$ cat config.mk
export PLATFORM = sky130hd
export DESIGN_NAME = inference_sequencer_flat
export DESIGN_NICKNAME = d
export VERILOG_FILES = /design/src/rtl/inference_sequencer_pkg.sv /design/src/rtl/inference_sequencer_if.sv /design/src/rtl/inference_sequencer_rise_detect.sv /design/src/rtl/inference_sequencer.sv /design/src/flat_wrapper.sv
export SDC_FILE = /design/constraint.sdc
export NUM_CORES = 1
export LEC_CHECK = 0
export BUFFER_PORTS_ARGS = -buffer_cell sky130_fd_sc_hd__buf_2
export CAP_MARGIN = 20
export CORE_UTILIZATION = 50
export DETAILED_ROUTE_END_ITERATION = 10
export PLACE_DENSITY = 0.81
export SETUP_SLACK_MARGIN = 0.15
export SYNTH_ARGS = -nofsm -noshare
export SYNTH_HDL_FRONTEND = slang
export SYNTH_SLANG_ARGS = --single-unit
$ cat constraint.sdc
create_clock -name clk -period 1.55 [get_ports clk]
set_input_delay 0.0775 -clock clk [delete_from_list [all_inputs] [get_ports clk]]
set_output_delay 0.0775 -clock clk [all_outputs]
set_load 0.01 [all_outputs]
$ cat src/rtl/inference_sequencer_pkg.sv
// Shared definitions for the inference sequencer: FSM state encodings and the
// widths of the state and digit buses.
package inference_sequencer_pkg;

    localparam int unsigned StateW = 3;
    localparam int unsigned DigitW = 4;

    // Encodings are exported on the state output for LED display; keep them fixed.
    typedef enum logic [StateW-1:0] {
        StIdle  = 3'd0,
        StStart = 3'd1,
        StRun   = 3'd2,
        StHold  = 3'd3,
        StError = 3'd4
    } state_e;

    // True in the states where a new trigger is dropped because an inference is in flight.
    function automatic logic is_busy(input state_e s);
        return (s == StStart) || (s == StRun) || (s == StHold);
    endfunction

endpackage

$ cat src/rtl/inference_sequencer_if.sv
// Bundle of every non-clock signal of the inference sequencer.
//   master : the sequencer itself (consumes key/image/core status, drives start and display)
//   slave  : the surrounding system (UART collector, keys, core, HEX/LED display)
// Signals:
//   key_start, auto_mode, image_valid  trigger sources
//   nn_done, nn_argmax                 core completion and classification
//   nn_start                           start request to the core
//   busy, state                        status for LEDs
//   result, result_valid               held classification for HEX display
//   timeout_err, infer_count           watchdog flag and completed-inference counter
interface inference_sequencer_if #(
    parameter int unsigned CNT_W = 8
);
    import inference_sequencer_pkg::*;

    logic              key_start;
    logic              auto_mode;
    logic              image_valid;
    logic              nn_done;
    logic [DigitW-1:0] nn_argmax;
    logic              nn_start;
    logic              busy;
    logic [DigitW-1:0] result;
    logic              result_valid;
    logic              timeout_err;
    logic [CNT_W-1:0]  infer_count;
    logic [StateW-1:0] state;

    modport master (
        input  key_start,
        input  auto_mode,
        input  image_valid,
        input  nn_done,
        input  nn_argmax,
        output nn_start,
        output busy,
        output result,
        output result_valid,
        output timeout_err,
        output infer_count,
        output state
    );

    modport slave (
        output key_start,
        output auto_mode,
        output image_valid,
        output nn_done,
        output nn_argmax,
        input  nn_start,
        input  busy,
        input  result,
        input  result_valid,
        input  timeout_err,
        input  infer_count,
        input  state
    );

endinterface

$ cat src/rtl/inference_sequencer_rise_detect.sv
// Single-bit rising-edge detector. The previous-value register resets to 0, so a
// signal already high when reset releases is reported as an edge on the first cycle.
// Ports:
//   clk_i   clock
//   rst_ni  asynchronous active-low reset
//   sig_i   level input (already synchronous to clk_i)
//   rise_o  high in the cycle where sig_i is 1 and was 0 the cycle before
module inference_sequencer_rise_detect (
    input  logic clk_i,
    input  logic rst_ni,
    input  logic sig_i,
    output logic rise_o
);

    logic sig_q;

    always_ff @(posedge clk_i or negedge rst_ni) begin
        if (!rst_ni) begin
            sig_q <= 1'b0;
        end else begin
            sig_q <= sig_i;
        end
    end

    assign rise_o = sig_i & ~sig_q;

endmodule

$ cat src/rtl/inference_sequencer.sv
// Control FSM between the UART image collector and the neural-network core.
// A new image (auto mode) or a start key with an image present issues a
// START_CYCLES-long start pulse to the core, then waits for done under a watchdog.
// On done the argmax is latched into a held result and the inference counter steps;
// if the watchdog expires the sticky timeout_err is raised until the key is pressed.
// Ports:
//   clk     single clock, rising edge
//   resetn  asynchronous active-low reset (shared with the core)
//   bus     inference_sequencer_if master modport (triggers, core handshake, display)
module inference_sequencer
    import inference_sequencer_pkg::*;
#(
    parameter int unsigned START_CYCLES   = 2,
    parameter int unsigned TIMEOUT_CYCLES = 65536,
    parameter int unsigned CNT_W          = 8
) (
    input  logic                  clk,
    input  logic                  resetn,
    inference_sequencer_if.master bus
);

    localparam int unsigned WdogW  = $clog2(TIMEOUT_CYCLES);
    localparam int unsigned StartW = $clog2(START_CYCLES + 1);

    localparam logic [WdogW-1:0]  WdogLast  = WdogW'(TIMEOUT_CYCLES - 1);
    localparam logic [StartW-1:0] StartLast = StartW'(START_CYCLES - 1);

    state_e              state_q, state_d;
    logic [StartW-1:0]   start_cnt_q, start_cnt_d;
    logic [WdogW-1:0]    wdog_q, wdog_d;
    logic [DigitW-1:0]   result_q, result_d;
    logic                result_valid_q, result_valid_d;
    logic                timeout_err_q, timeout_err_d;
    logic [CNT_W-1:0]    count_q, count_d;

    logic key_rise;
    logic img_rise;
    logic trigger;

    inference_sequencer_rise_detect u_key_rise (
        .clk_i  (clk),
        .rst_ni (resetn),
        .sig_i  (bus.key_start),
        .rise_o (key_rise)
    );

    inference_sequencer_rise_detect u_img_rise (
        .clk_i  (clk),
        .rst_ni (resetn),
        .sig_i  (bus.image_valid),
        .rise_o (img_rise)
    );

    // A key press only counts when a full image is actually held.
    assign trigger = (bus.auto_mode & img_rise) | (key_rise & bus.image_valid);

    always_comb begin
        state_d        = state_q;
        start_cnt_d    = start_cnt_q;
        wdog_d         = wdog_q;
        result_d       = result_q;
        result_valid_d = result_valid_q;
        timeout_err_d  = timeout_err_q;
        count_d        = count_q;

        unique case (state_q)
            StIdle: begin
                if (trigger) begin
                    state_d     = StStart;
                    start_cnt_d = '0;
                end
            end

            StStart: begin
                wdog_d = '0;
                if (start_cnt_q == StartLast) begin
                    state_d = StRun;
                end else begin
                    start_cnt_d = start_cnt_q + StartW'(1);
                end
            end

            StRun: begin
                wdog_d = wdog_q + WdogW'(1);
                // Done takes priority over a watchdog expiring in the same cycle.
                if (bus.nn_done) begin
                    result_d       = bus.nn_argmax;
                    result_valid_d = 1'b1;
                    count_d        = count_q + CNT_W'(1);
                    state_d        = StHold;
                end else if (wdog_q == WdogLast) begin
                    timeout_err_d  = 1'b1;
                    result_valid_d = 1'b0;
                    state_d        = StError;
                end
            end

            // Level-style done must drop before another inference can latch.
            StHold: begin
                if (!bus.nn_done) begin
                    state_d = StIdle;
                end
            end

            StError: begin
                if (key_rise) begin
                    timeout_err_d = 1'b0;
                    state_d       = StIdle;
                end
            end

            default: begin
                state_d = StIdle;
            end
        endcase
    end

    always_ff @(posedge clk or negedge resetn) begin
        if (!resetn) begin
            state_q        <= StIdle;
            start_cnt_q    <= '0;
            wdog_q         <= '0;
            result_q       <= '0;
            result_valid_q <= 1'b0;
            timeout_err_q  <= 1'b0;
            count_q        <= '0;
        end else begin
            state_q        <= state_d;
            start_cnt_q    <= start_cnt_d;
            wdog_q         <= wdog_d;
            result_q       <= result_d;
            result_valid_q <= result_valid_d;
            timeout_err_q  <= timeout_err_d;
            count_q        <= count_d;
        end
    end

    // Status outputs are pure decodes of the state register: no input reaches them
    // combinationally.
    assign bus.nn_start     = (state_q == StStart);
    assign bus.busy         = is_busy(state_q);
    assign bus.state        = state_q;
    assign bus.result       = result_q;
    assign bus.result_valid = result_valid_q;
    assign bus.timeout_err  = timeout_err_q;
    assign bus.infer_count  = count_q;

endmodule

$ cat src/flat_wrapper.sv
// flat-port wrapper written by rule: the top's interface ports become plain ports
module inference_sequencer_flat import inference_sequencer_pkg::*;
#(
    parameter int unsigned START_CYCLES   = 2,
    parameter int unsigned TIMEOUT_CYCLES = 65536,
    parameter int unsigned CNT_W          = 8
)
  (clk, resetn, bus_key_start, bus_auto_mode, bus_image_valid, bus_nn_done, bus_nn_argmax, bus_nn_start, bus_busy, bus_result, bus_result_valid, bus_timeout_err, bus_infer_count, bus_state);
  inference_sequencer_if #(.CNT_W(CNT_W)) bus_i ();
  input  logic clk;
  input  logic resetn;
  input wire logic [$bits(bus_i.key_start)-1:0] bus_key_start;
  input wire logic [$bits(bus_i.auto_mode)-1:0] bus_auto_mode;
  input wire logic [$bits(bus_i.image_valid)-1:0] bus_image_valid;
  input wire logic [$bits(bus_i.nn_done)-1:0] bus_nn_done;
  input wire logic [$bits(bus_i.nn_argmax)-1:0] bus_nn_argmax;
  output wire logic [$bits(bus_i.nn_start)-1:0] bus_nn_start;
  output wire logic [$bits(bus_i.busy)-1:0] bus_busy;
  output wire logic [$bits(bus_i.result)-1:0] bus_result;
  output wire logic [$bits(bus_i.result_valid)-1:0] bus_result_valid;
  output wire logic [$bits(bus_i.timeout_err)-1:0] bus_timeout_err;
  output wire logic [$bits(bus_i.infer_count)-1:0] bus_infer_count;
  output wire logic [$bits(bus_i.state)-1:0] bus_state;
  assign bus_i.key_start = bus_key_start;
  assign bus_i.auto_mode = bus_auto_mode;
  assign bus_i.image_valid = bus_image_valid;
  assign bus_i.nn_done = bus_nn_done;
  assign bus_i.nn_argmax = bus_nn_argmax;
  assign bus_nn_start = bus_i.nn_start;
  assign bus_busy = bus_i.busy;
  assign bus_result = bus_i.result;
  assign bus_result_valid = bus_i.result_valid;
  assign bus_timeout_err = bus_i.timeout_err;
  assign bus_infer_count = bus_i.infer_count;
  assign bus_state = bus_i.state;
  inference_sequencer #(.START_CYCLES(START_CYCLES), .TIMEOUT_CYCLES(TIMEOUT_CYCLES), .CNT_W(CNT_W)) u_core (.clk(clk), .resetn(resetn), .bus(bus_i));
endmodule
==> metrics.yaml <==
clocking:
  numCtsBuffers: 5
  cts_tree: "built"
  clock_path_buffers: 2
  clock-sinks: 37
  clk-insertion-delay-late_ns: 0.34
  path_clk_slew_ns: 0.11
  cts_root_buf: "clkbuf_4"
  h-tree-depth: 2
sta:
  min_period_over_period_pct: 96.0
  hold_viol_final: 0
  fin_tns_setup_ns: 0
  rsz0062_at_grt: "yes"
  maxSlewHeadroom_pct: 70.2
  drv_slew: 0
  hold_slack_ns: 0.0518
  clock_skew_ns: 0.00483
  finalSetupViolCount: 0
  worst_slew_pin_slew_ns: 0.447
  fmax_ghz: 0.672
  post-route-min-period_ns: 1.49
logic_synthesis:
  netlist.top_cell.by_area: "dfrtp_1"
  syn_area_per_cell_um2: 10.7
  ys_seq_area_share_pct: 50.4
  syn-num-nets: 184
  ys_ff_latch: 37
  yosys-top-cells-area: "dfrtp_1 50%, nand4_1 3.4%, o21ai_0 3.3%"
  ys_async_sr_fraction_pct: 100
  synthCells: 171
  synth.distinct_cells: 46
  synth_top_area_share_pct: 50.4
  synth-edff-count: 0
  synth_warnings: 0
  synth-main-ff-cell: "dfrtp_1"
  syn-cell-area_um2: 1840
route:
  avgViaCountPerCell: 5.58
  drt_iter0_drc: 82
  wirelength_um: 4240
  via_count: 1578
  drc_errors: 0
  detail-route-antenna-nets: 0
  wl_per_cell_um: 15.0
  first_pass_iters: 4
setup_path:
  crit_start: "u_core.bus.state[0]"
  cp-end-kind: "flip-flop"
  crit_type: "reg2reg"
  r2r-start: "u_core.bus.state[0]"
  arrival_ns: 1.71
  required_ns: 1.78
  start_kind: "flip-flop"
  path_max_fanout: 6
run_status:
  status: "finished clean"
die:
  die_y_um: 62.6
  io-pin-count: 29
  core_um2: 3420
  initial_core_util_pct: 53.8
  die-area_um2: 3920
  die_x_um: 62.6
  placementRows: 21
layout:
  num_antenna_cells: 0
  syn_to_final_growth_pct: 37.7
  final_cell_mix: "33 x dfrtp_1, 28 x buf_2, 23 x buf_4"
  final_common_cell: "dfrtp_1"
  nNetsFinal: 249
  drive_gt1_share_pct: 42.6
grt:
  antenna_found_initial: 0
  grt.total_usage_pct: 21.3
  grt_first_pass_wirelength_um: 6450
  grt_pass1_vias: 1468
  grt_start_max_net_pins: 38
  grt-ovfl-total: 0
hold_path:
  holdCritStartpoint: "bus_nn_done"
  min_path_type: "in2reg"
place:
  gp_congestion: 0.869
  hpwl_um: 2600
  numPortBuffers: 28
power:
  ir_drop_mv: 0.950
  power_per_cell_area_nw_per_um2: 1540
  leakage_nw: 1.16
run:
  cap_violations: 0
-- flip-flops by register name (all words and copies together) (netlist names), 2 cells and up --
signal	flops
u_core.bus.infer_count	8
u_core.bus.result	4
u_core.bus.state	3
u_core.start_cnt_q	2
u_core.wdog_q	16
-- cell families (layout without fill, tap and decap cells) --
kind of cell	Yosys count	in the layout	share of synthesized area [%]
adders and majority gates	3	3	2.04
muxes	7	7	4.16
AOI/OAI and AO/OA	41	41	15.5
buffers and inverters	13	79	4.16
DFF	37	37	50.4
xor gates and xnor gates	7	7	3.34
and+or+nand+nor	63	63	20.4
-- cell usage after synthesis, types with 2 or more instances --
master / count
buf_6: 3
and3_1: 4
o22ai_1: 2
nand2_1: 15
o31ai_1: 3
xnor2_1: 5
dfrtp_1: 37
nand4_1: 10
mux2_2: 4
xor2_1: 2
o21ai_1: 2
a21oi_1: 6
o21ai_0: 12
inv_1: 7
mux2i_1: 2
nand4_2: 2
nand2b_1: 4
ha_1: 3
nor2_1: 7
nor3_1: 5
o211ai_1: 3
and4_1: 3
a31oi_1: 3
nand3_1: 5
-- final timing paths --
kind | to | slack (ns) | cells after the start
worst max-delay path | u_core.wdog_q[7] | 0.06 | 4
worst min-delay path | u_core.bus.state[0] | 0.05 | 3
worst max register to register | u_core.wdog_q[7] | 0.06 | 4
worst min register to register | u_core.start_cnt_q[0] | 0.49 | 1
max in group asynchronous | u_core.bus.state[2] | 0.92 | 3
min in group asynchronous | u_core.wdog_q[1] | 0.29 | 3
-- layer usage --
metal / up-vias / global-route usage, % / wire (µm)
met5: - / 0 / 0
li1: 759 / - / -
met1: 770 / 26.9 / 1870
met4: 0 / 8.72 / 77
met3: 10 / 6.57 / 182
met2: 39 / 33.8 / 2110
-- per-stage QoR --
stage / total power (W) / instance area (µm²) / cells / util, % / setup slack, ns
floorplan: 0.00230 / 1860 / 171 / - / 0.0167
global route: 0.00412 / 2530 / 283 / 74.1 / -0.0439
global placement: 0.00274 / 2140 / 258 / 62.8 / 0.0619
CTS: 0.00365 / 2410 / 278 / 70.5 / 0.0713
detailed placement: 0.00277 / 2140 / 258 / 62.8 / -0.0118
finish: 0.00389 / 2530 / 283 / 74.1 / 0.0628
-- where the power goes --
part	internal, W	switching, W	total (W)
logic	0.000912	0.000871	0.00178
registers	0.00118	0.000225	0.00140
clock network	0.000383	0.000324	0.000707
-- timing repair --
action | CTS | global route
setup buffers | 5 | 5
hold buffers | 7 | 0
endpoints found under the hold margin | 43 | 0
pin swaps | 5 | 13
endpoints found under the setup margin | 28 | 34
gates resized for setup | 17 | 23
-- critical path, cell delays in order (launching register included) --
cell	delay, ns
dfrtp_2	0.47
nor3b_4	0.33
nand4_4	0.21
o211ai_1	0.26
o31ai_1	0.10
-- cell type report --
| cell class | instances | area [µm²] |
|---|---|---|
| multi-input combinational | 121 | 976 |
| sequential | 37 | 931 |
| fill | 235 | 886 |
| timing repair buffer | 64 | 450 |
| tap | 46 | 57.6 |
| clock buffer | 6 | 51.3 |
| clock inverter | 2 | 37.5 |
| inverter | 7 | 26.3 |
Power figures use the tool's default switching activity.
